==> config.mk <==
export PLATFORM = sky130hd
export DESIGN_NAME = sipo_frame_controller_flat
export DESIGN_NICKNAME = d
export VERILOG_FILES = /design/src/rtl/sipo_frame_controller_if.sv /design/src/rtl/sipo_frame_controller.sv /design/src/flat_wrapper.sv
export SDC_FILE = /design/constraint.sdc
export NUM_CORES = 1
export LEC_CHECK = 0
export BUFFER_PORTS_ARGS = -buffer_cell sky130_fd_sc_hd__buf_2
export CAP_MARGIN = 25
export CORE_AREA = 2 2 46 48
export DETAILED_ROUTE_END_ITERATION = 10
export DIE_AREA = 0 0 48 50
export SETUP_SLACK_MARGIN = 0.4
export SLEW_MARGIN = 30
export SYNTH_ARGS = -nofsm -noshare
export SYNTH_HDL_FRONTEND = slang
export SYNTH_SLANG_ARGS = --single-unit
==> constraint.sdc <==
create_clock -name clk -period 3.6 [get_ports clk]
set_clock_uncertainty 0.1 [all_clocks]
set_input_delay 0.18 -clock clk [delete_from_list [all_inputs] [get_ports clk]]
set_output_delay 0.18 -clock clk [all_outputs]
set_load 0.05 [all_outputs]
==> src/rtl/sipo_frame_controller_if.sv <==
`default_nettype none
// ----------------------------------------------------------------------------
// sipo_frame_controller_if : serial-in / parallel-out frame bus bundle
// Revision 1.0
// ----------------------------------------------------------------------------
interface sipo_frame_controller_if #(
  parameter int WIDTH = 4
) ();
  logic             i_d;
  logic             i_d_en;
  logic             i_out_ready;
  logic [WIDTH-1:0] o_q;
  logic             o_out_valid;
  logic             o_parity_err;
  logic             o_busy;
  logic             o_overrun;

  modport slave (
    input  i_d, i_d_en, i_out_ready,
    output o_q, o_out_valid, o_parity_err, o_busy, o_overrun
  );

  modport master (
    output i_d, i_d_en, i_out_ready,
    input  o_q, o_out_valid, o_parity_err, o_busy, o_overrun
  );
endinterface
`default_nettype wire

==> src/rtl/sipo_frame_controller.sv <==
`default_nettype none
// ----------------------------------------------------------------------------
// sipo_frame_controller : start-bit framed serial receiver with optional even
// parity, held output with valid/ready handshake. Revision 1.0
// ----------------------------------------------------------------------------
module sipo_frame_controller #(
  parameter int WIDTH     = 4,
  parameter int PARITY_EN = 1
) (
  input  logic                    clk,
  input  logic                    rst_n,
  sipo_frame_controller_if.slave  bus
);
  localparam int             CW     = $clog2(WIDTH + 1);
  localparam logic [CW-1:0]  C_LAST = CW'(WIDTH - 1);
  localparam logic [CW-1:0]  C_ONE  = CW'(1);

  typedef enum logic [1:0] {
    S_IDLE   = 2'd0,
    S_SHIFT  = 2'd1,
    S_PARITY = 2'd2,
    S_HOLD   = 2'd3
  } state_t;

  state_t           r_state, w_state_nxt;
  logic [WIDTH-1:0] r_shreg, w_shreg_nxt;
  logic [CW-1:0]    r_cnt,   w_cnt_nxt;
  logic [WIDTH-1:0] r_q,     w_q_nxt;
  logic             r_perr,  w_perr_nxt;
  logic             r_ovr,   w_ovr_nxt;
  logic             r_valid;
  logic             r_busy;
  logic [WIDTH-1:0] w_shifted;

  assign w_shifted = {r_shreg[WIDTH-2:0], bus.i_d};

  always_comb begin
    w_state_nxt = r_state;
    w_shreg_nxt = r_shreg;
    w_cnt_nxt   = r_cnt;
    w_q_nxt     = r_q;
    w_perr_nxt  = r_perr;
    w_ovr_nxt   = r_ovr;
    case (r_state)
      S_IDLE: begin
        if (bus.i_d_en && bus.i_d) begin
          w_state_nxt = S_SHIFT;
          w_shreg_nxt = '0;
          w_cnt_nxt   = '0;
        end
      end
      S_SHIFT: begin
        if (bus.i_d_en) begin
          w_shreg_nxt = w_shifted;
          w_cnt_nxt   = r_cnt + C_ONE;
          if (r_cnt == C_LAST) begin
            if (PARITY_EN != 0) begin
              w_state_nxt = S_PARITY;
            end else begin
              w_state_nxt = S_HOLD;
              w_q_nxt     = w_shifted;
              w_perr_nxt  = 1'b0;
            end
          end
        end
      end
      S_PARITY: begin
        if (bus.i_d_en) begin
          w_state_nxt = S_HOLD;
          w_q_nxt     = r_shreg;
          w_perr_nxt  = ^{r_shreg, bus.i_d};
        end
      end
      S_HOLD: begin
        // Strobes here, including the handshake cycle, are dropped and flagged.
        if (bus.i_d_en) begin
          w_ovr_nxt = 1'b1;
        end
        if (bus.i_out_ready) begin
          w_state_nxt = S_IDLE;
        end
      end
      default: w_state_nxt = S_IDLE;
    endcase
  end

  always_ff @(posedge clk) begin
    if (!rst_n) begin
      r_state <= S_IDLE;
      r_shreg <= '0;
      r_cnt   <= '0;
      r_q     <= '0;
      r_perr  <= 1'b0;
      r_ovr   <= 1'b0;
      r_valid <= 1'b0;
      r_busy  <= 1'b0;
    end else begin
      r_state <= w_state_nxt;
      r_shreg <= w_shreg_nxt;
      r_cnt   <= w_cnt_nxt;
      r_q     <= w_q_nxt;
      r_perr  <= w_perr_nxt;
      r_ovr   <= w_ovr_nxt;
      r_valid <= (w_state_nxt == S_HOLD);
      r_busy  <= (w_state_nxt == S_SHIFT) || (w_state_nxt == S_PARITY);
    end
  end

  assign bus.o_q          = r_q;
  assign bus.o_out_valid  = r_valid;
  assign bus.o_parity_err = r_perr;
  assign bus.o_busy       = r_busy;
  assign bus.o_overrun    = r_ovr;
endmodule
`default_nettype wire

==> src/flat_wrapper.sv <==
// flat-port wrapper written by rule: the top's interface ports become plain ports
module sipo_frame_controller_flat 
#(
  parameter int WIDTH     = 4,
  parameter int PARITY_EN = 1
)
  (clk, rst_n, bus_i_d, bus_i_d_en, bus_i_out_ready, bus_o_q, bus_o_out_valid, bus_o_parity_err, bus_o_busy, bus_o_overrun);
  sipo_frame_controller_if #(.WIDTH(WIDTH)) bus_i ();
  input  logic clk;
  input  logic rst_n;
  input wire logic [$bits(bus_i.i_d)-1:0] bus_i_d;
  input wire logic [$bits(bus_i.i_d_en)-1:0] bus_i_d_en;
  input wire logic [$bits(bus_i.i_out_ready)-1:0] bus_i_out_ready;
  output wire logic [$bits(bus_i.o_q)-1:0] bus_o_q;
  output wire logic [$bits(bus_i.o_out_valid)-1:0] bus_o_out_valid;
  output wire logic [$bits(bus_i.o_parity_err)-1:0] bus_o_parity_err;
  output wire logic [$bits(bus_i.o_busy)-1:0] bus_o_busy;
  output wire logic [$bits(bus_i.o_overrun)-1:0] bus_o_overrun;
  assign bus_i.i_d = bus_i_d;
  assign bus_i.i_d_en = bus_i_d_en;
  assign bus_i.i_out_ready = bus_i_out_ready;
  assign bus_o_q = bus_i.o_q;
  assign bus_o_out_valid = bus_i.o_out_valid;
  assign bus_o_parity_err = bus_i.o_parity_err;
  assign bus_o_busy = bus_i.o_busy;
  assign bus_o_overrun = bus_i.o_overrun;
  sipo_frame_controller #(.WIDTH(WIDTH), .PARITY_EN(PARITY_EN)) u_core (.clk(clk), .rst_n(rst_n), .bus(bus_i));
endmodule
==> summary.md <==
| Metric | Value |
|---|---|
| Vias post-DR | `588` |
| Hpwl dp | `875 um` |
| Setup TNS | `0 ns` |
| # Post-CTS Setup Buffers | `0` |
| Post-synthesis instance area | `713 um^2` |
| ANT cells | `0` |
| Max Cap Violations | `0` |
| Slew headroom | `0.709` |
| Final period util | `0.458` |
| Pre-antenna DRT Iters | `4` |
| Syn Nets | `90` |
| Crit path cell chain | `ha_1, ha_1, nand3_1, a21oi_1, nor2_1, ha_1, and2_1` |
| Drt drc | `0` |
| Fmax | `606 MHz` |
| Crit Path Class | `reg2reg` |
| NumNets Final | `105` |
| Die area | `2400 um^2` |
| Synth top area share | `0.477` |
| CTS max path bufs | `2` |
| CTS clock-pin slew for the worst setup and hold paths | `0.10 ns` |
| Worst path slowest cell | `dfxtp_1` |
| Post-Synthesis Cells | `82` |
| Outcome | `completed` |
| Starting DRT DRC Count | `8` |
| Clock sinks | `17` |
| Slew Viols, Final | `0` |
| Critical-path maximum fanout | `3` |
| Setup violations, final | `0` |
| Number of I/O pins | `13` |
| DP Worst Slack | `2.00 ns` |
| Chip width | `48 um` |
| Crit-path max cell delay | `0.37 ns` |
| DIE HEIGHT | `50 um` |
| CP arrival | `1.74 ns` |
| Yosys cell types | `22` |
| Worst Max-Slew Pin Slew | `0.436 ns` |
| Cell area power density | `383 nW/um^2` |
| Initial Utilization | `0.375` |
| First-pass GRT wire length | `2130 um` |
| Critical Path End Type | `register` |
| Tmin final | `1.65 ns` |
| CORE AREA | `1900 um^2` |
| CTS tree | `built` |
| Wire per inst | `10.3 um` |
| Worst skew pair latency | `0.29 ns` |
| Largest net degree at the start of global routing | `15` |
| CTS buffer count | `3` |
| RSZ-0062 raised after global routing | `false` |
| Area grow syn2layout | `15.8%` |
| CTS hold repair buffers | `0` |
| Hold Path Class | `in2reg` |
| Htree depth | `1` |
| Post-CTS Resized | `0` |
| Row cnt | `16` |
| Critical Path Most Common Cell | `ha_1` |
| WHS | `0.0601 ns` |
| Final Hold Fails | `0` |
| Critical path startpoint category | `register` |
| CTS root buf | `clkbuf_4` |
| Seq/Total Area, Yosys | `0.477` |
| Port Buffers | `12` |
| Final WL | `1270 um` |
| Initial antenna violation count | `0` |
| Fin area | `826 um^2` |
| Total leakage power | `0.000336 uW` |
| Final worst slack | `1.95 ns` |
| Cell type with the largest total area after synthesis | `dfxtp_1` |
| RePlAce Congestion | `0.753` |
| Share of layout cells above drive strength 1 | `0.167` |
| Synth top area cells | `dfxtp_1 (48%), a21oi_1 (7.7%), nand2_1 (6.8%)` |
| Mapped Avg Cell Area | `8.70 um^2` |
| Placement Cell Area | `800 um^2` |
| Synth Register Bits | `17` |
| All-Layer GR Usage | `0.123` |
| Drt via density | `4.78` |
| Power Total | `316 uW` |
| Crit path required time | `3.69 ns` |
| Maximum vdd drop | `194 uV` |
| Grt ovf | `0` |
| Syn. warnings | `0` |
| Vias in the first global route | `508` |
| Routed Antenna Nets | `0` |
==> layout make-up <==
| cell class | instances | area [um^2] |
|---|---|---|
| Multi-Input combinational cell | 60 | 354 |
| Fill cell | 199 | 1080 |
| Sequential cell | 17 | 340 |
| Inverter | 3 | 11.3 |
| Clock buffer | 4 | 26.3 |
| Tap cell | 27 | 33.8 |
| Timing Repair Buffer | 12 | 60.1 |
==> flip-flops by register name, indices dropped and copies added, names as in the netlist <==
signal,cells
u_core.r_state,2
u_core.bus.o_parity_err,1
u_core.bus.o_busy,1
u_core.r_shreg,4
u_core.bus.o_out_valid,1
u_core.bus.o_q,4
u_core.r_cnt,3
u_core.bus.o_overrun,1
==> metrics by stage <==
| stage | std cells | util |
|---|---|---|
| after floorplan | 82 | - |
| final | 123 | 0.434 |
| after global placement | 119 | 0.420 |
| after global routing | 123 | 0.434 |
| after detailed placement | 119 | 0.420 |
| after CTS | 123 | 0.434 |
==> critical path: cells and delay by family (launching register included) <==
kind | cells | cell delay [ns]
AO/OA/AOI/OAI | 1 | 0.20
adder cells (fa/ha/maj) | 3 | 0.58
flip-flops | 1 | 0.37
AND/OR/NAND/NOR | 3 | 0.31
==> synth_stat cells <==
cell      instances
or2_2             1
a21boi_0          1
or4b_1            1
xor2_1            1
nand3b_1          1
o211ai_1          1
o21ai_0           7
clkbuf_1          2
nand2b_1          2
and3b_1           2
nand2_1          13
nor3_1            1
nor2_1            5
ha_1              3
nand3_1           4
a211oi_1          1
and2_1            3
xor3_1            1
a31oi_1           1
dfxtp_1          17
inv_1             3
a21oi_1          11
==> placed cells by master, fill, tap and decap left out, drive strengths merged <==
| cell type | count |
|---|---|
| and3b | 2 |
| a31oi | 1 |
| o211ai | 1 |
| o21ai | 7 |
| xor3 | 1 |
| nor3 | 1 |
| nand3b | 1 |
| a21boi | 1 |
| a211oi | 1 |
| nand2b | 2 |
| dfxtp | 17 |
| xor2 | 1 |
| or4b | 1 |
| clkbuf | 4 |
| inv | 3 |
| a21oi | 11 |
| or2 | 1 |
| ha | 3 |
| and2 | 3 |
| nand2 | 13 |
| nor2 | 5 |
| nand3 | 4 |
| buf | 12 |
==> report_power, final <==
group / switching [uW] / internal, uW
combinational: 13.9 / 6.90
sequential: 2.27 / 190
clock: 59.5 / 43.1
total: 75.7 / 240
==> metal layers <==
metal / up-vias / wire length [um] / GRT usage
met5: - / 0 / 0
met4: 0 / 18 / 0.0541
met3: 2 / 58 / 0.0330
met2: 17 / 544 / 0.171
met1: 262 / 644 / 0.174
li1: 307 / - / -
==> cells by family after synthesis <==
logic type,share of synthesized area
buf+inv,0.0263
simple gates,0.232
fa+ha+maj,0.0526
flops,0.477
compound gates,0.167
xor+xnor,0.0456
==> final timing paths <==
kind,startpoint,endpoint,slack (ns),cells past startpoint
setup / recovery,u_core.r_cnt[0],u_core.bus.o_busy,1.95,7
hold / removal,bus_i_d,u_core.r_shreg[0],0.06,3
setup reg to reg,u_core.r_cnt[0],u_core.bus.o_busy,1.95,7
hold reg to reg,u_core.bus.o_q[3],u_core.bus.o_q[3],0.36,2
Power figures use the tool's default switching activity.
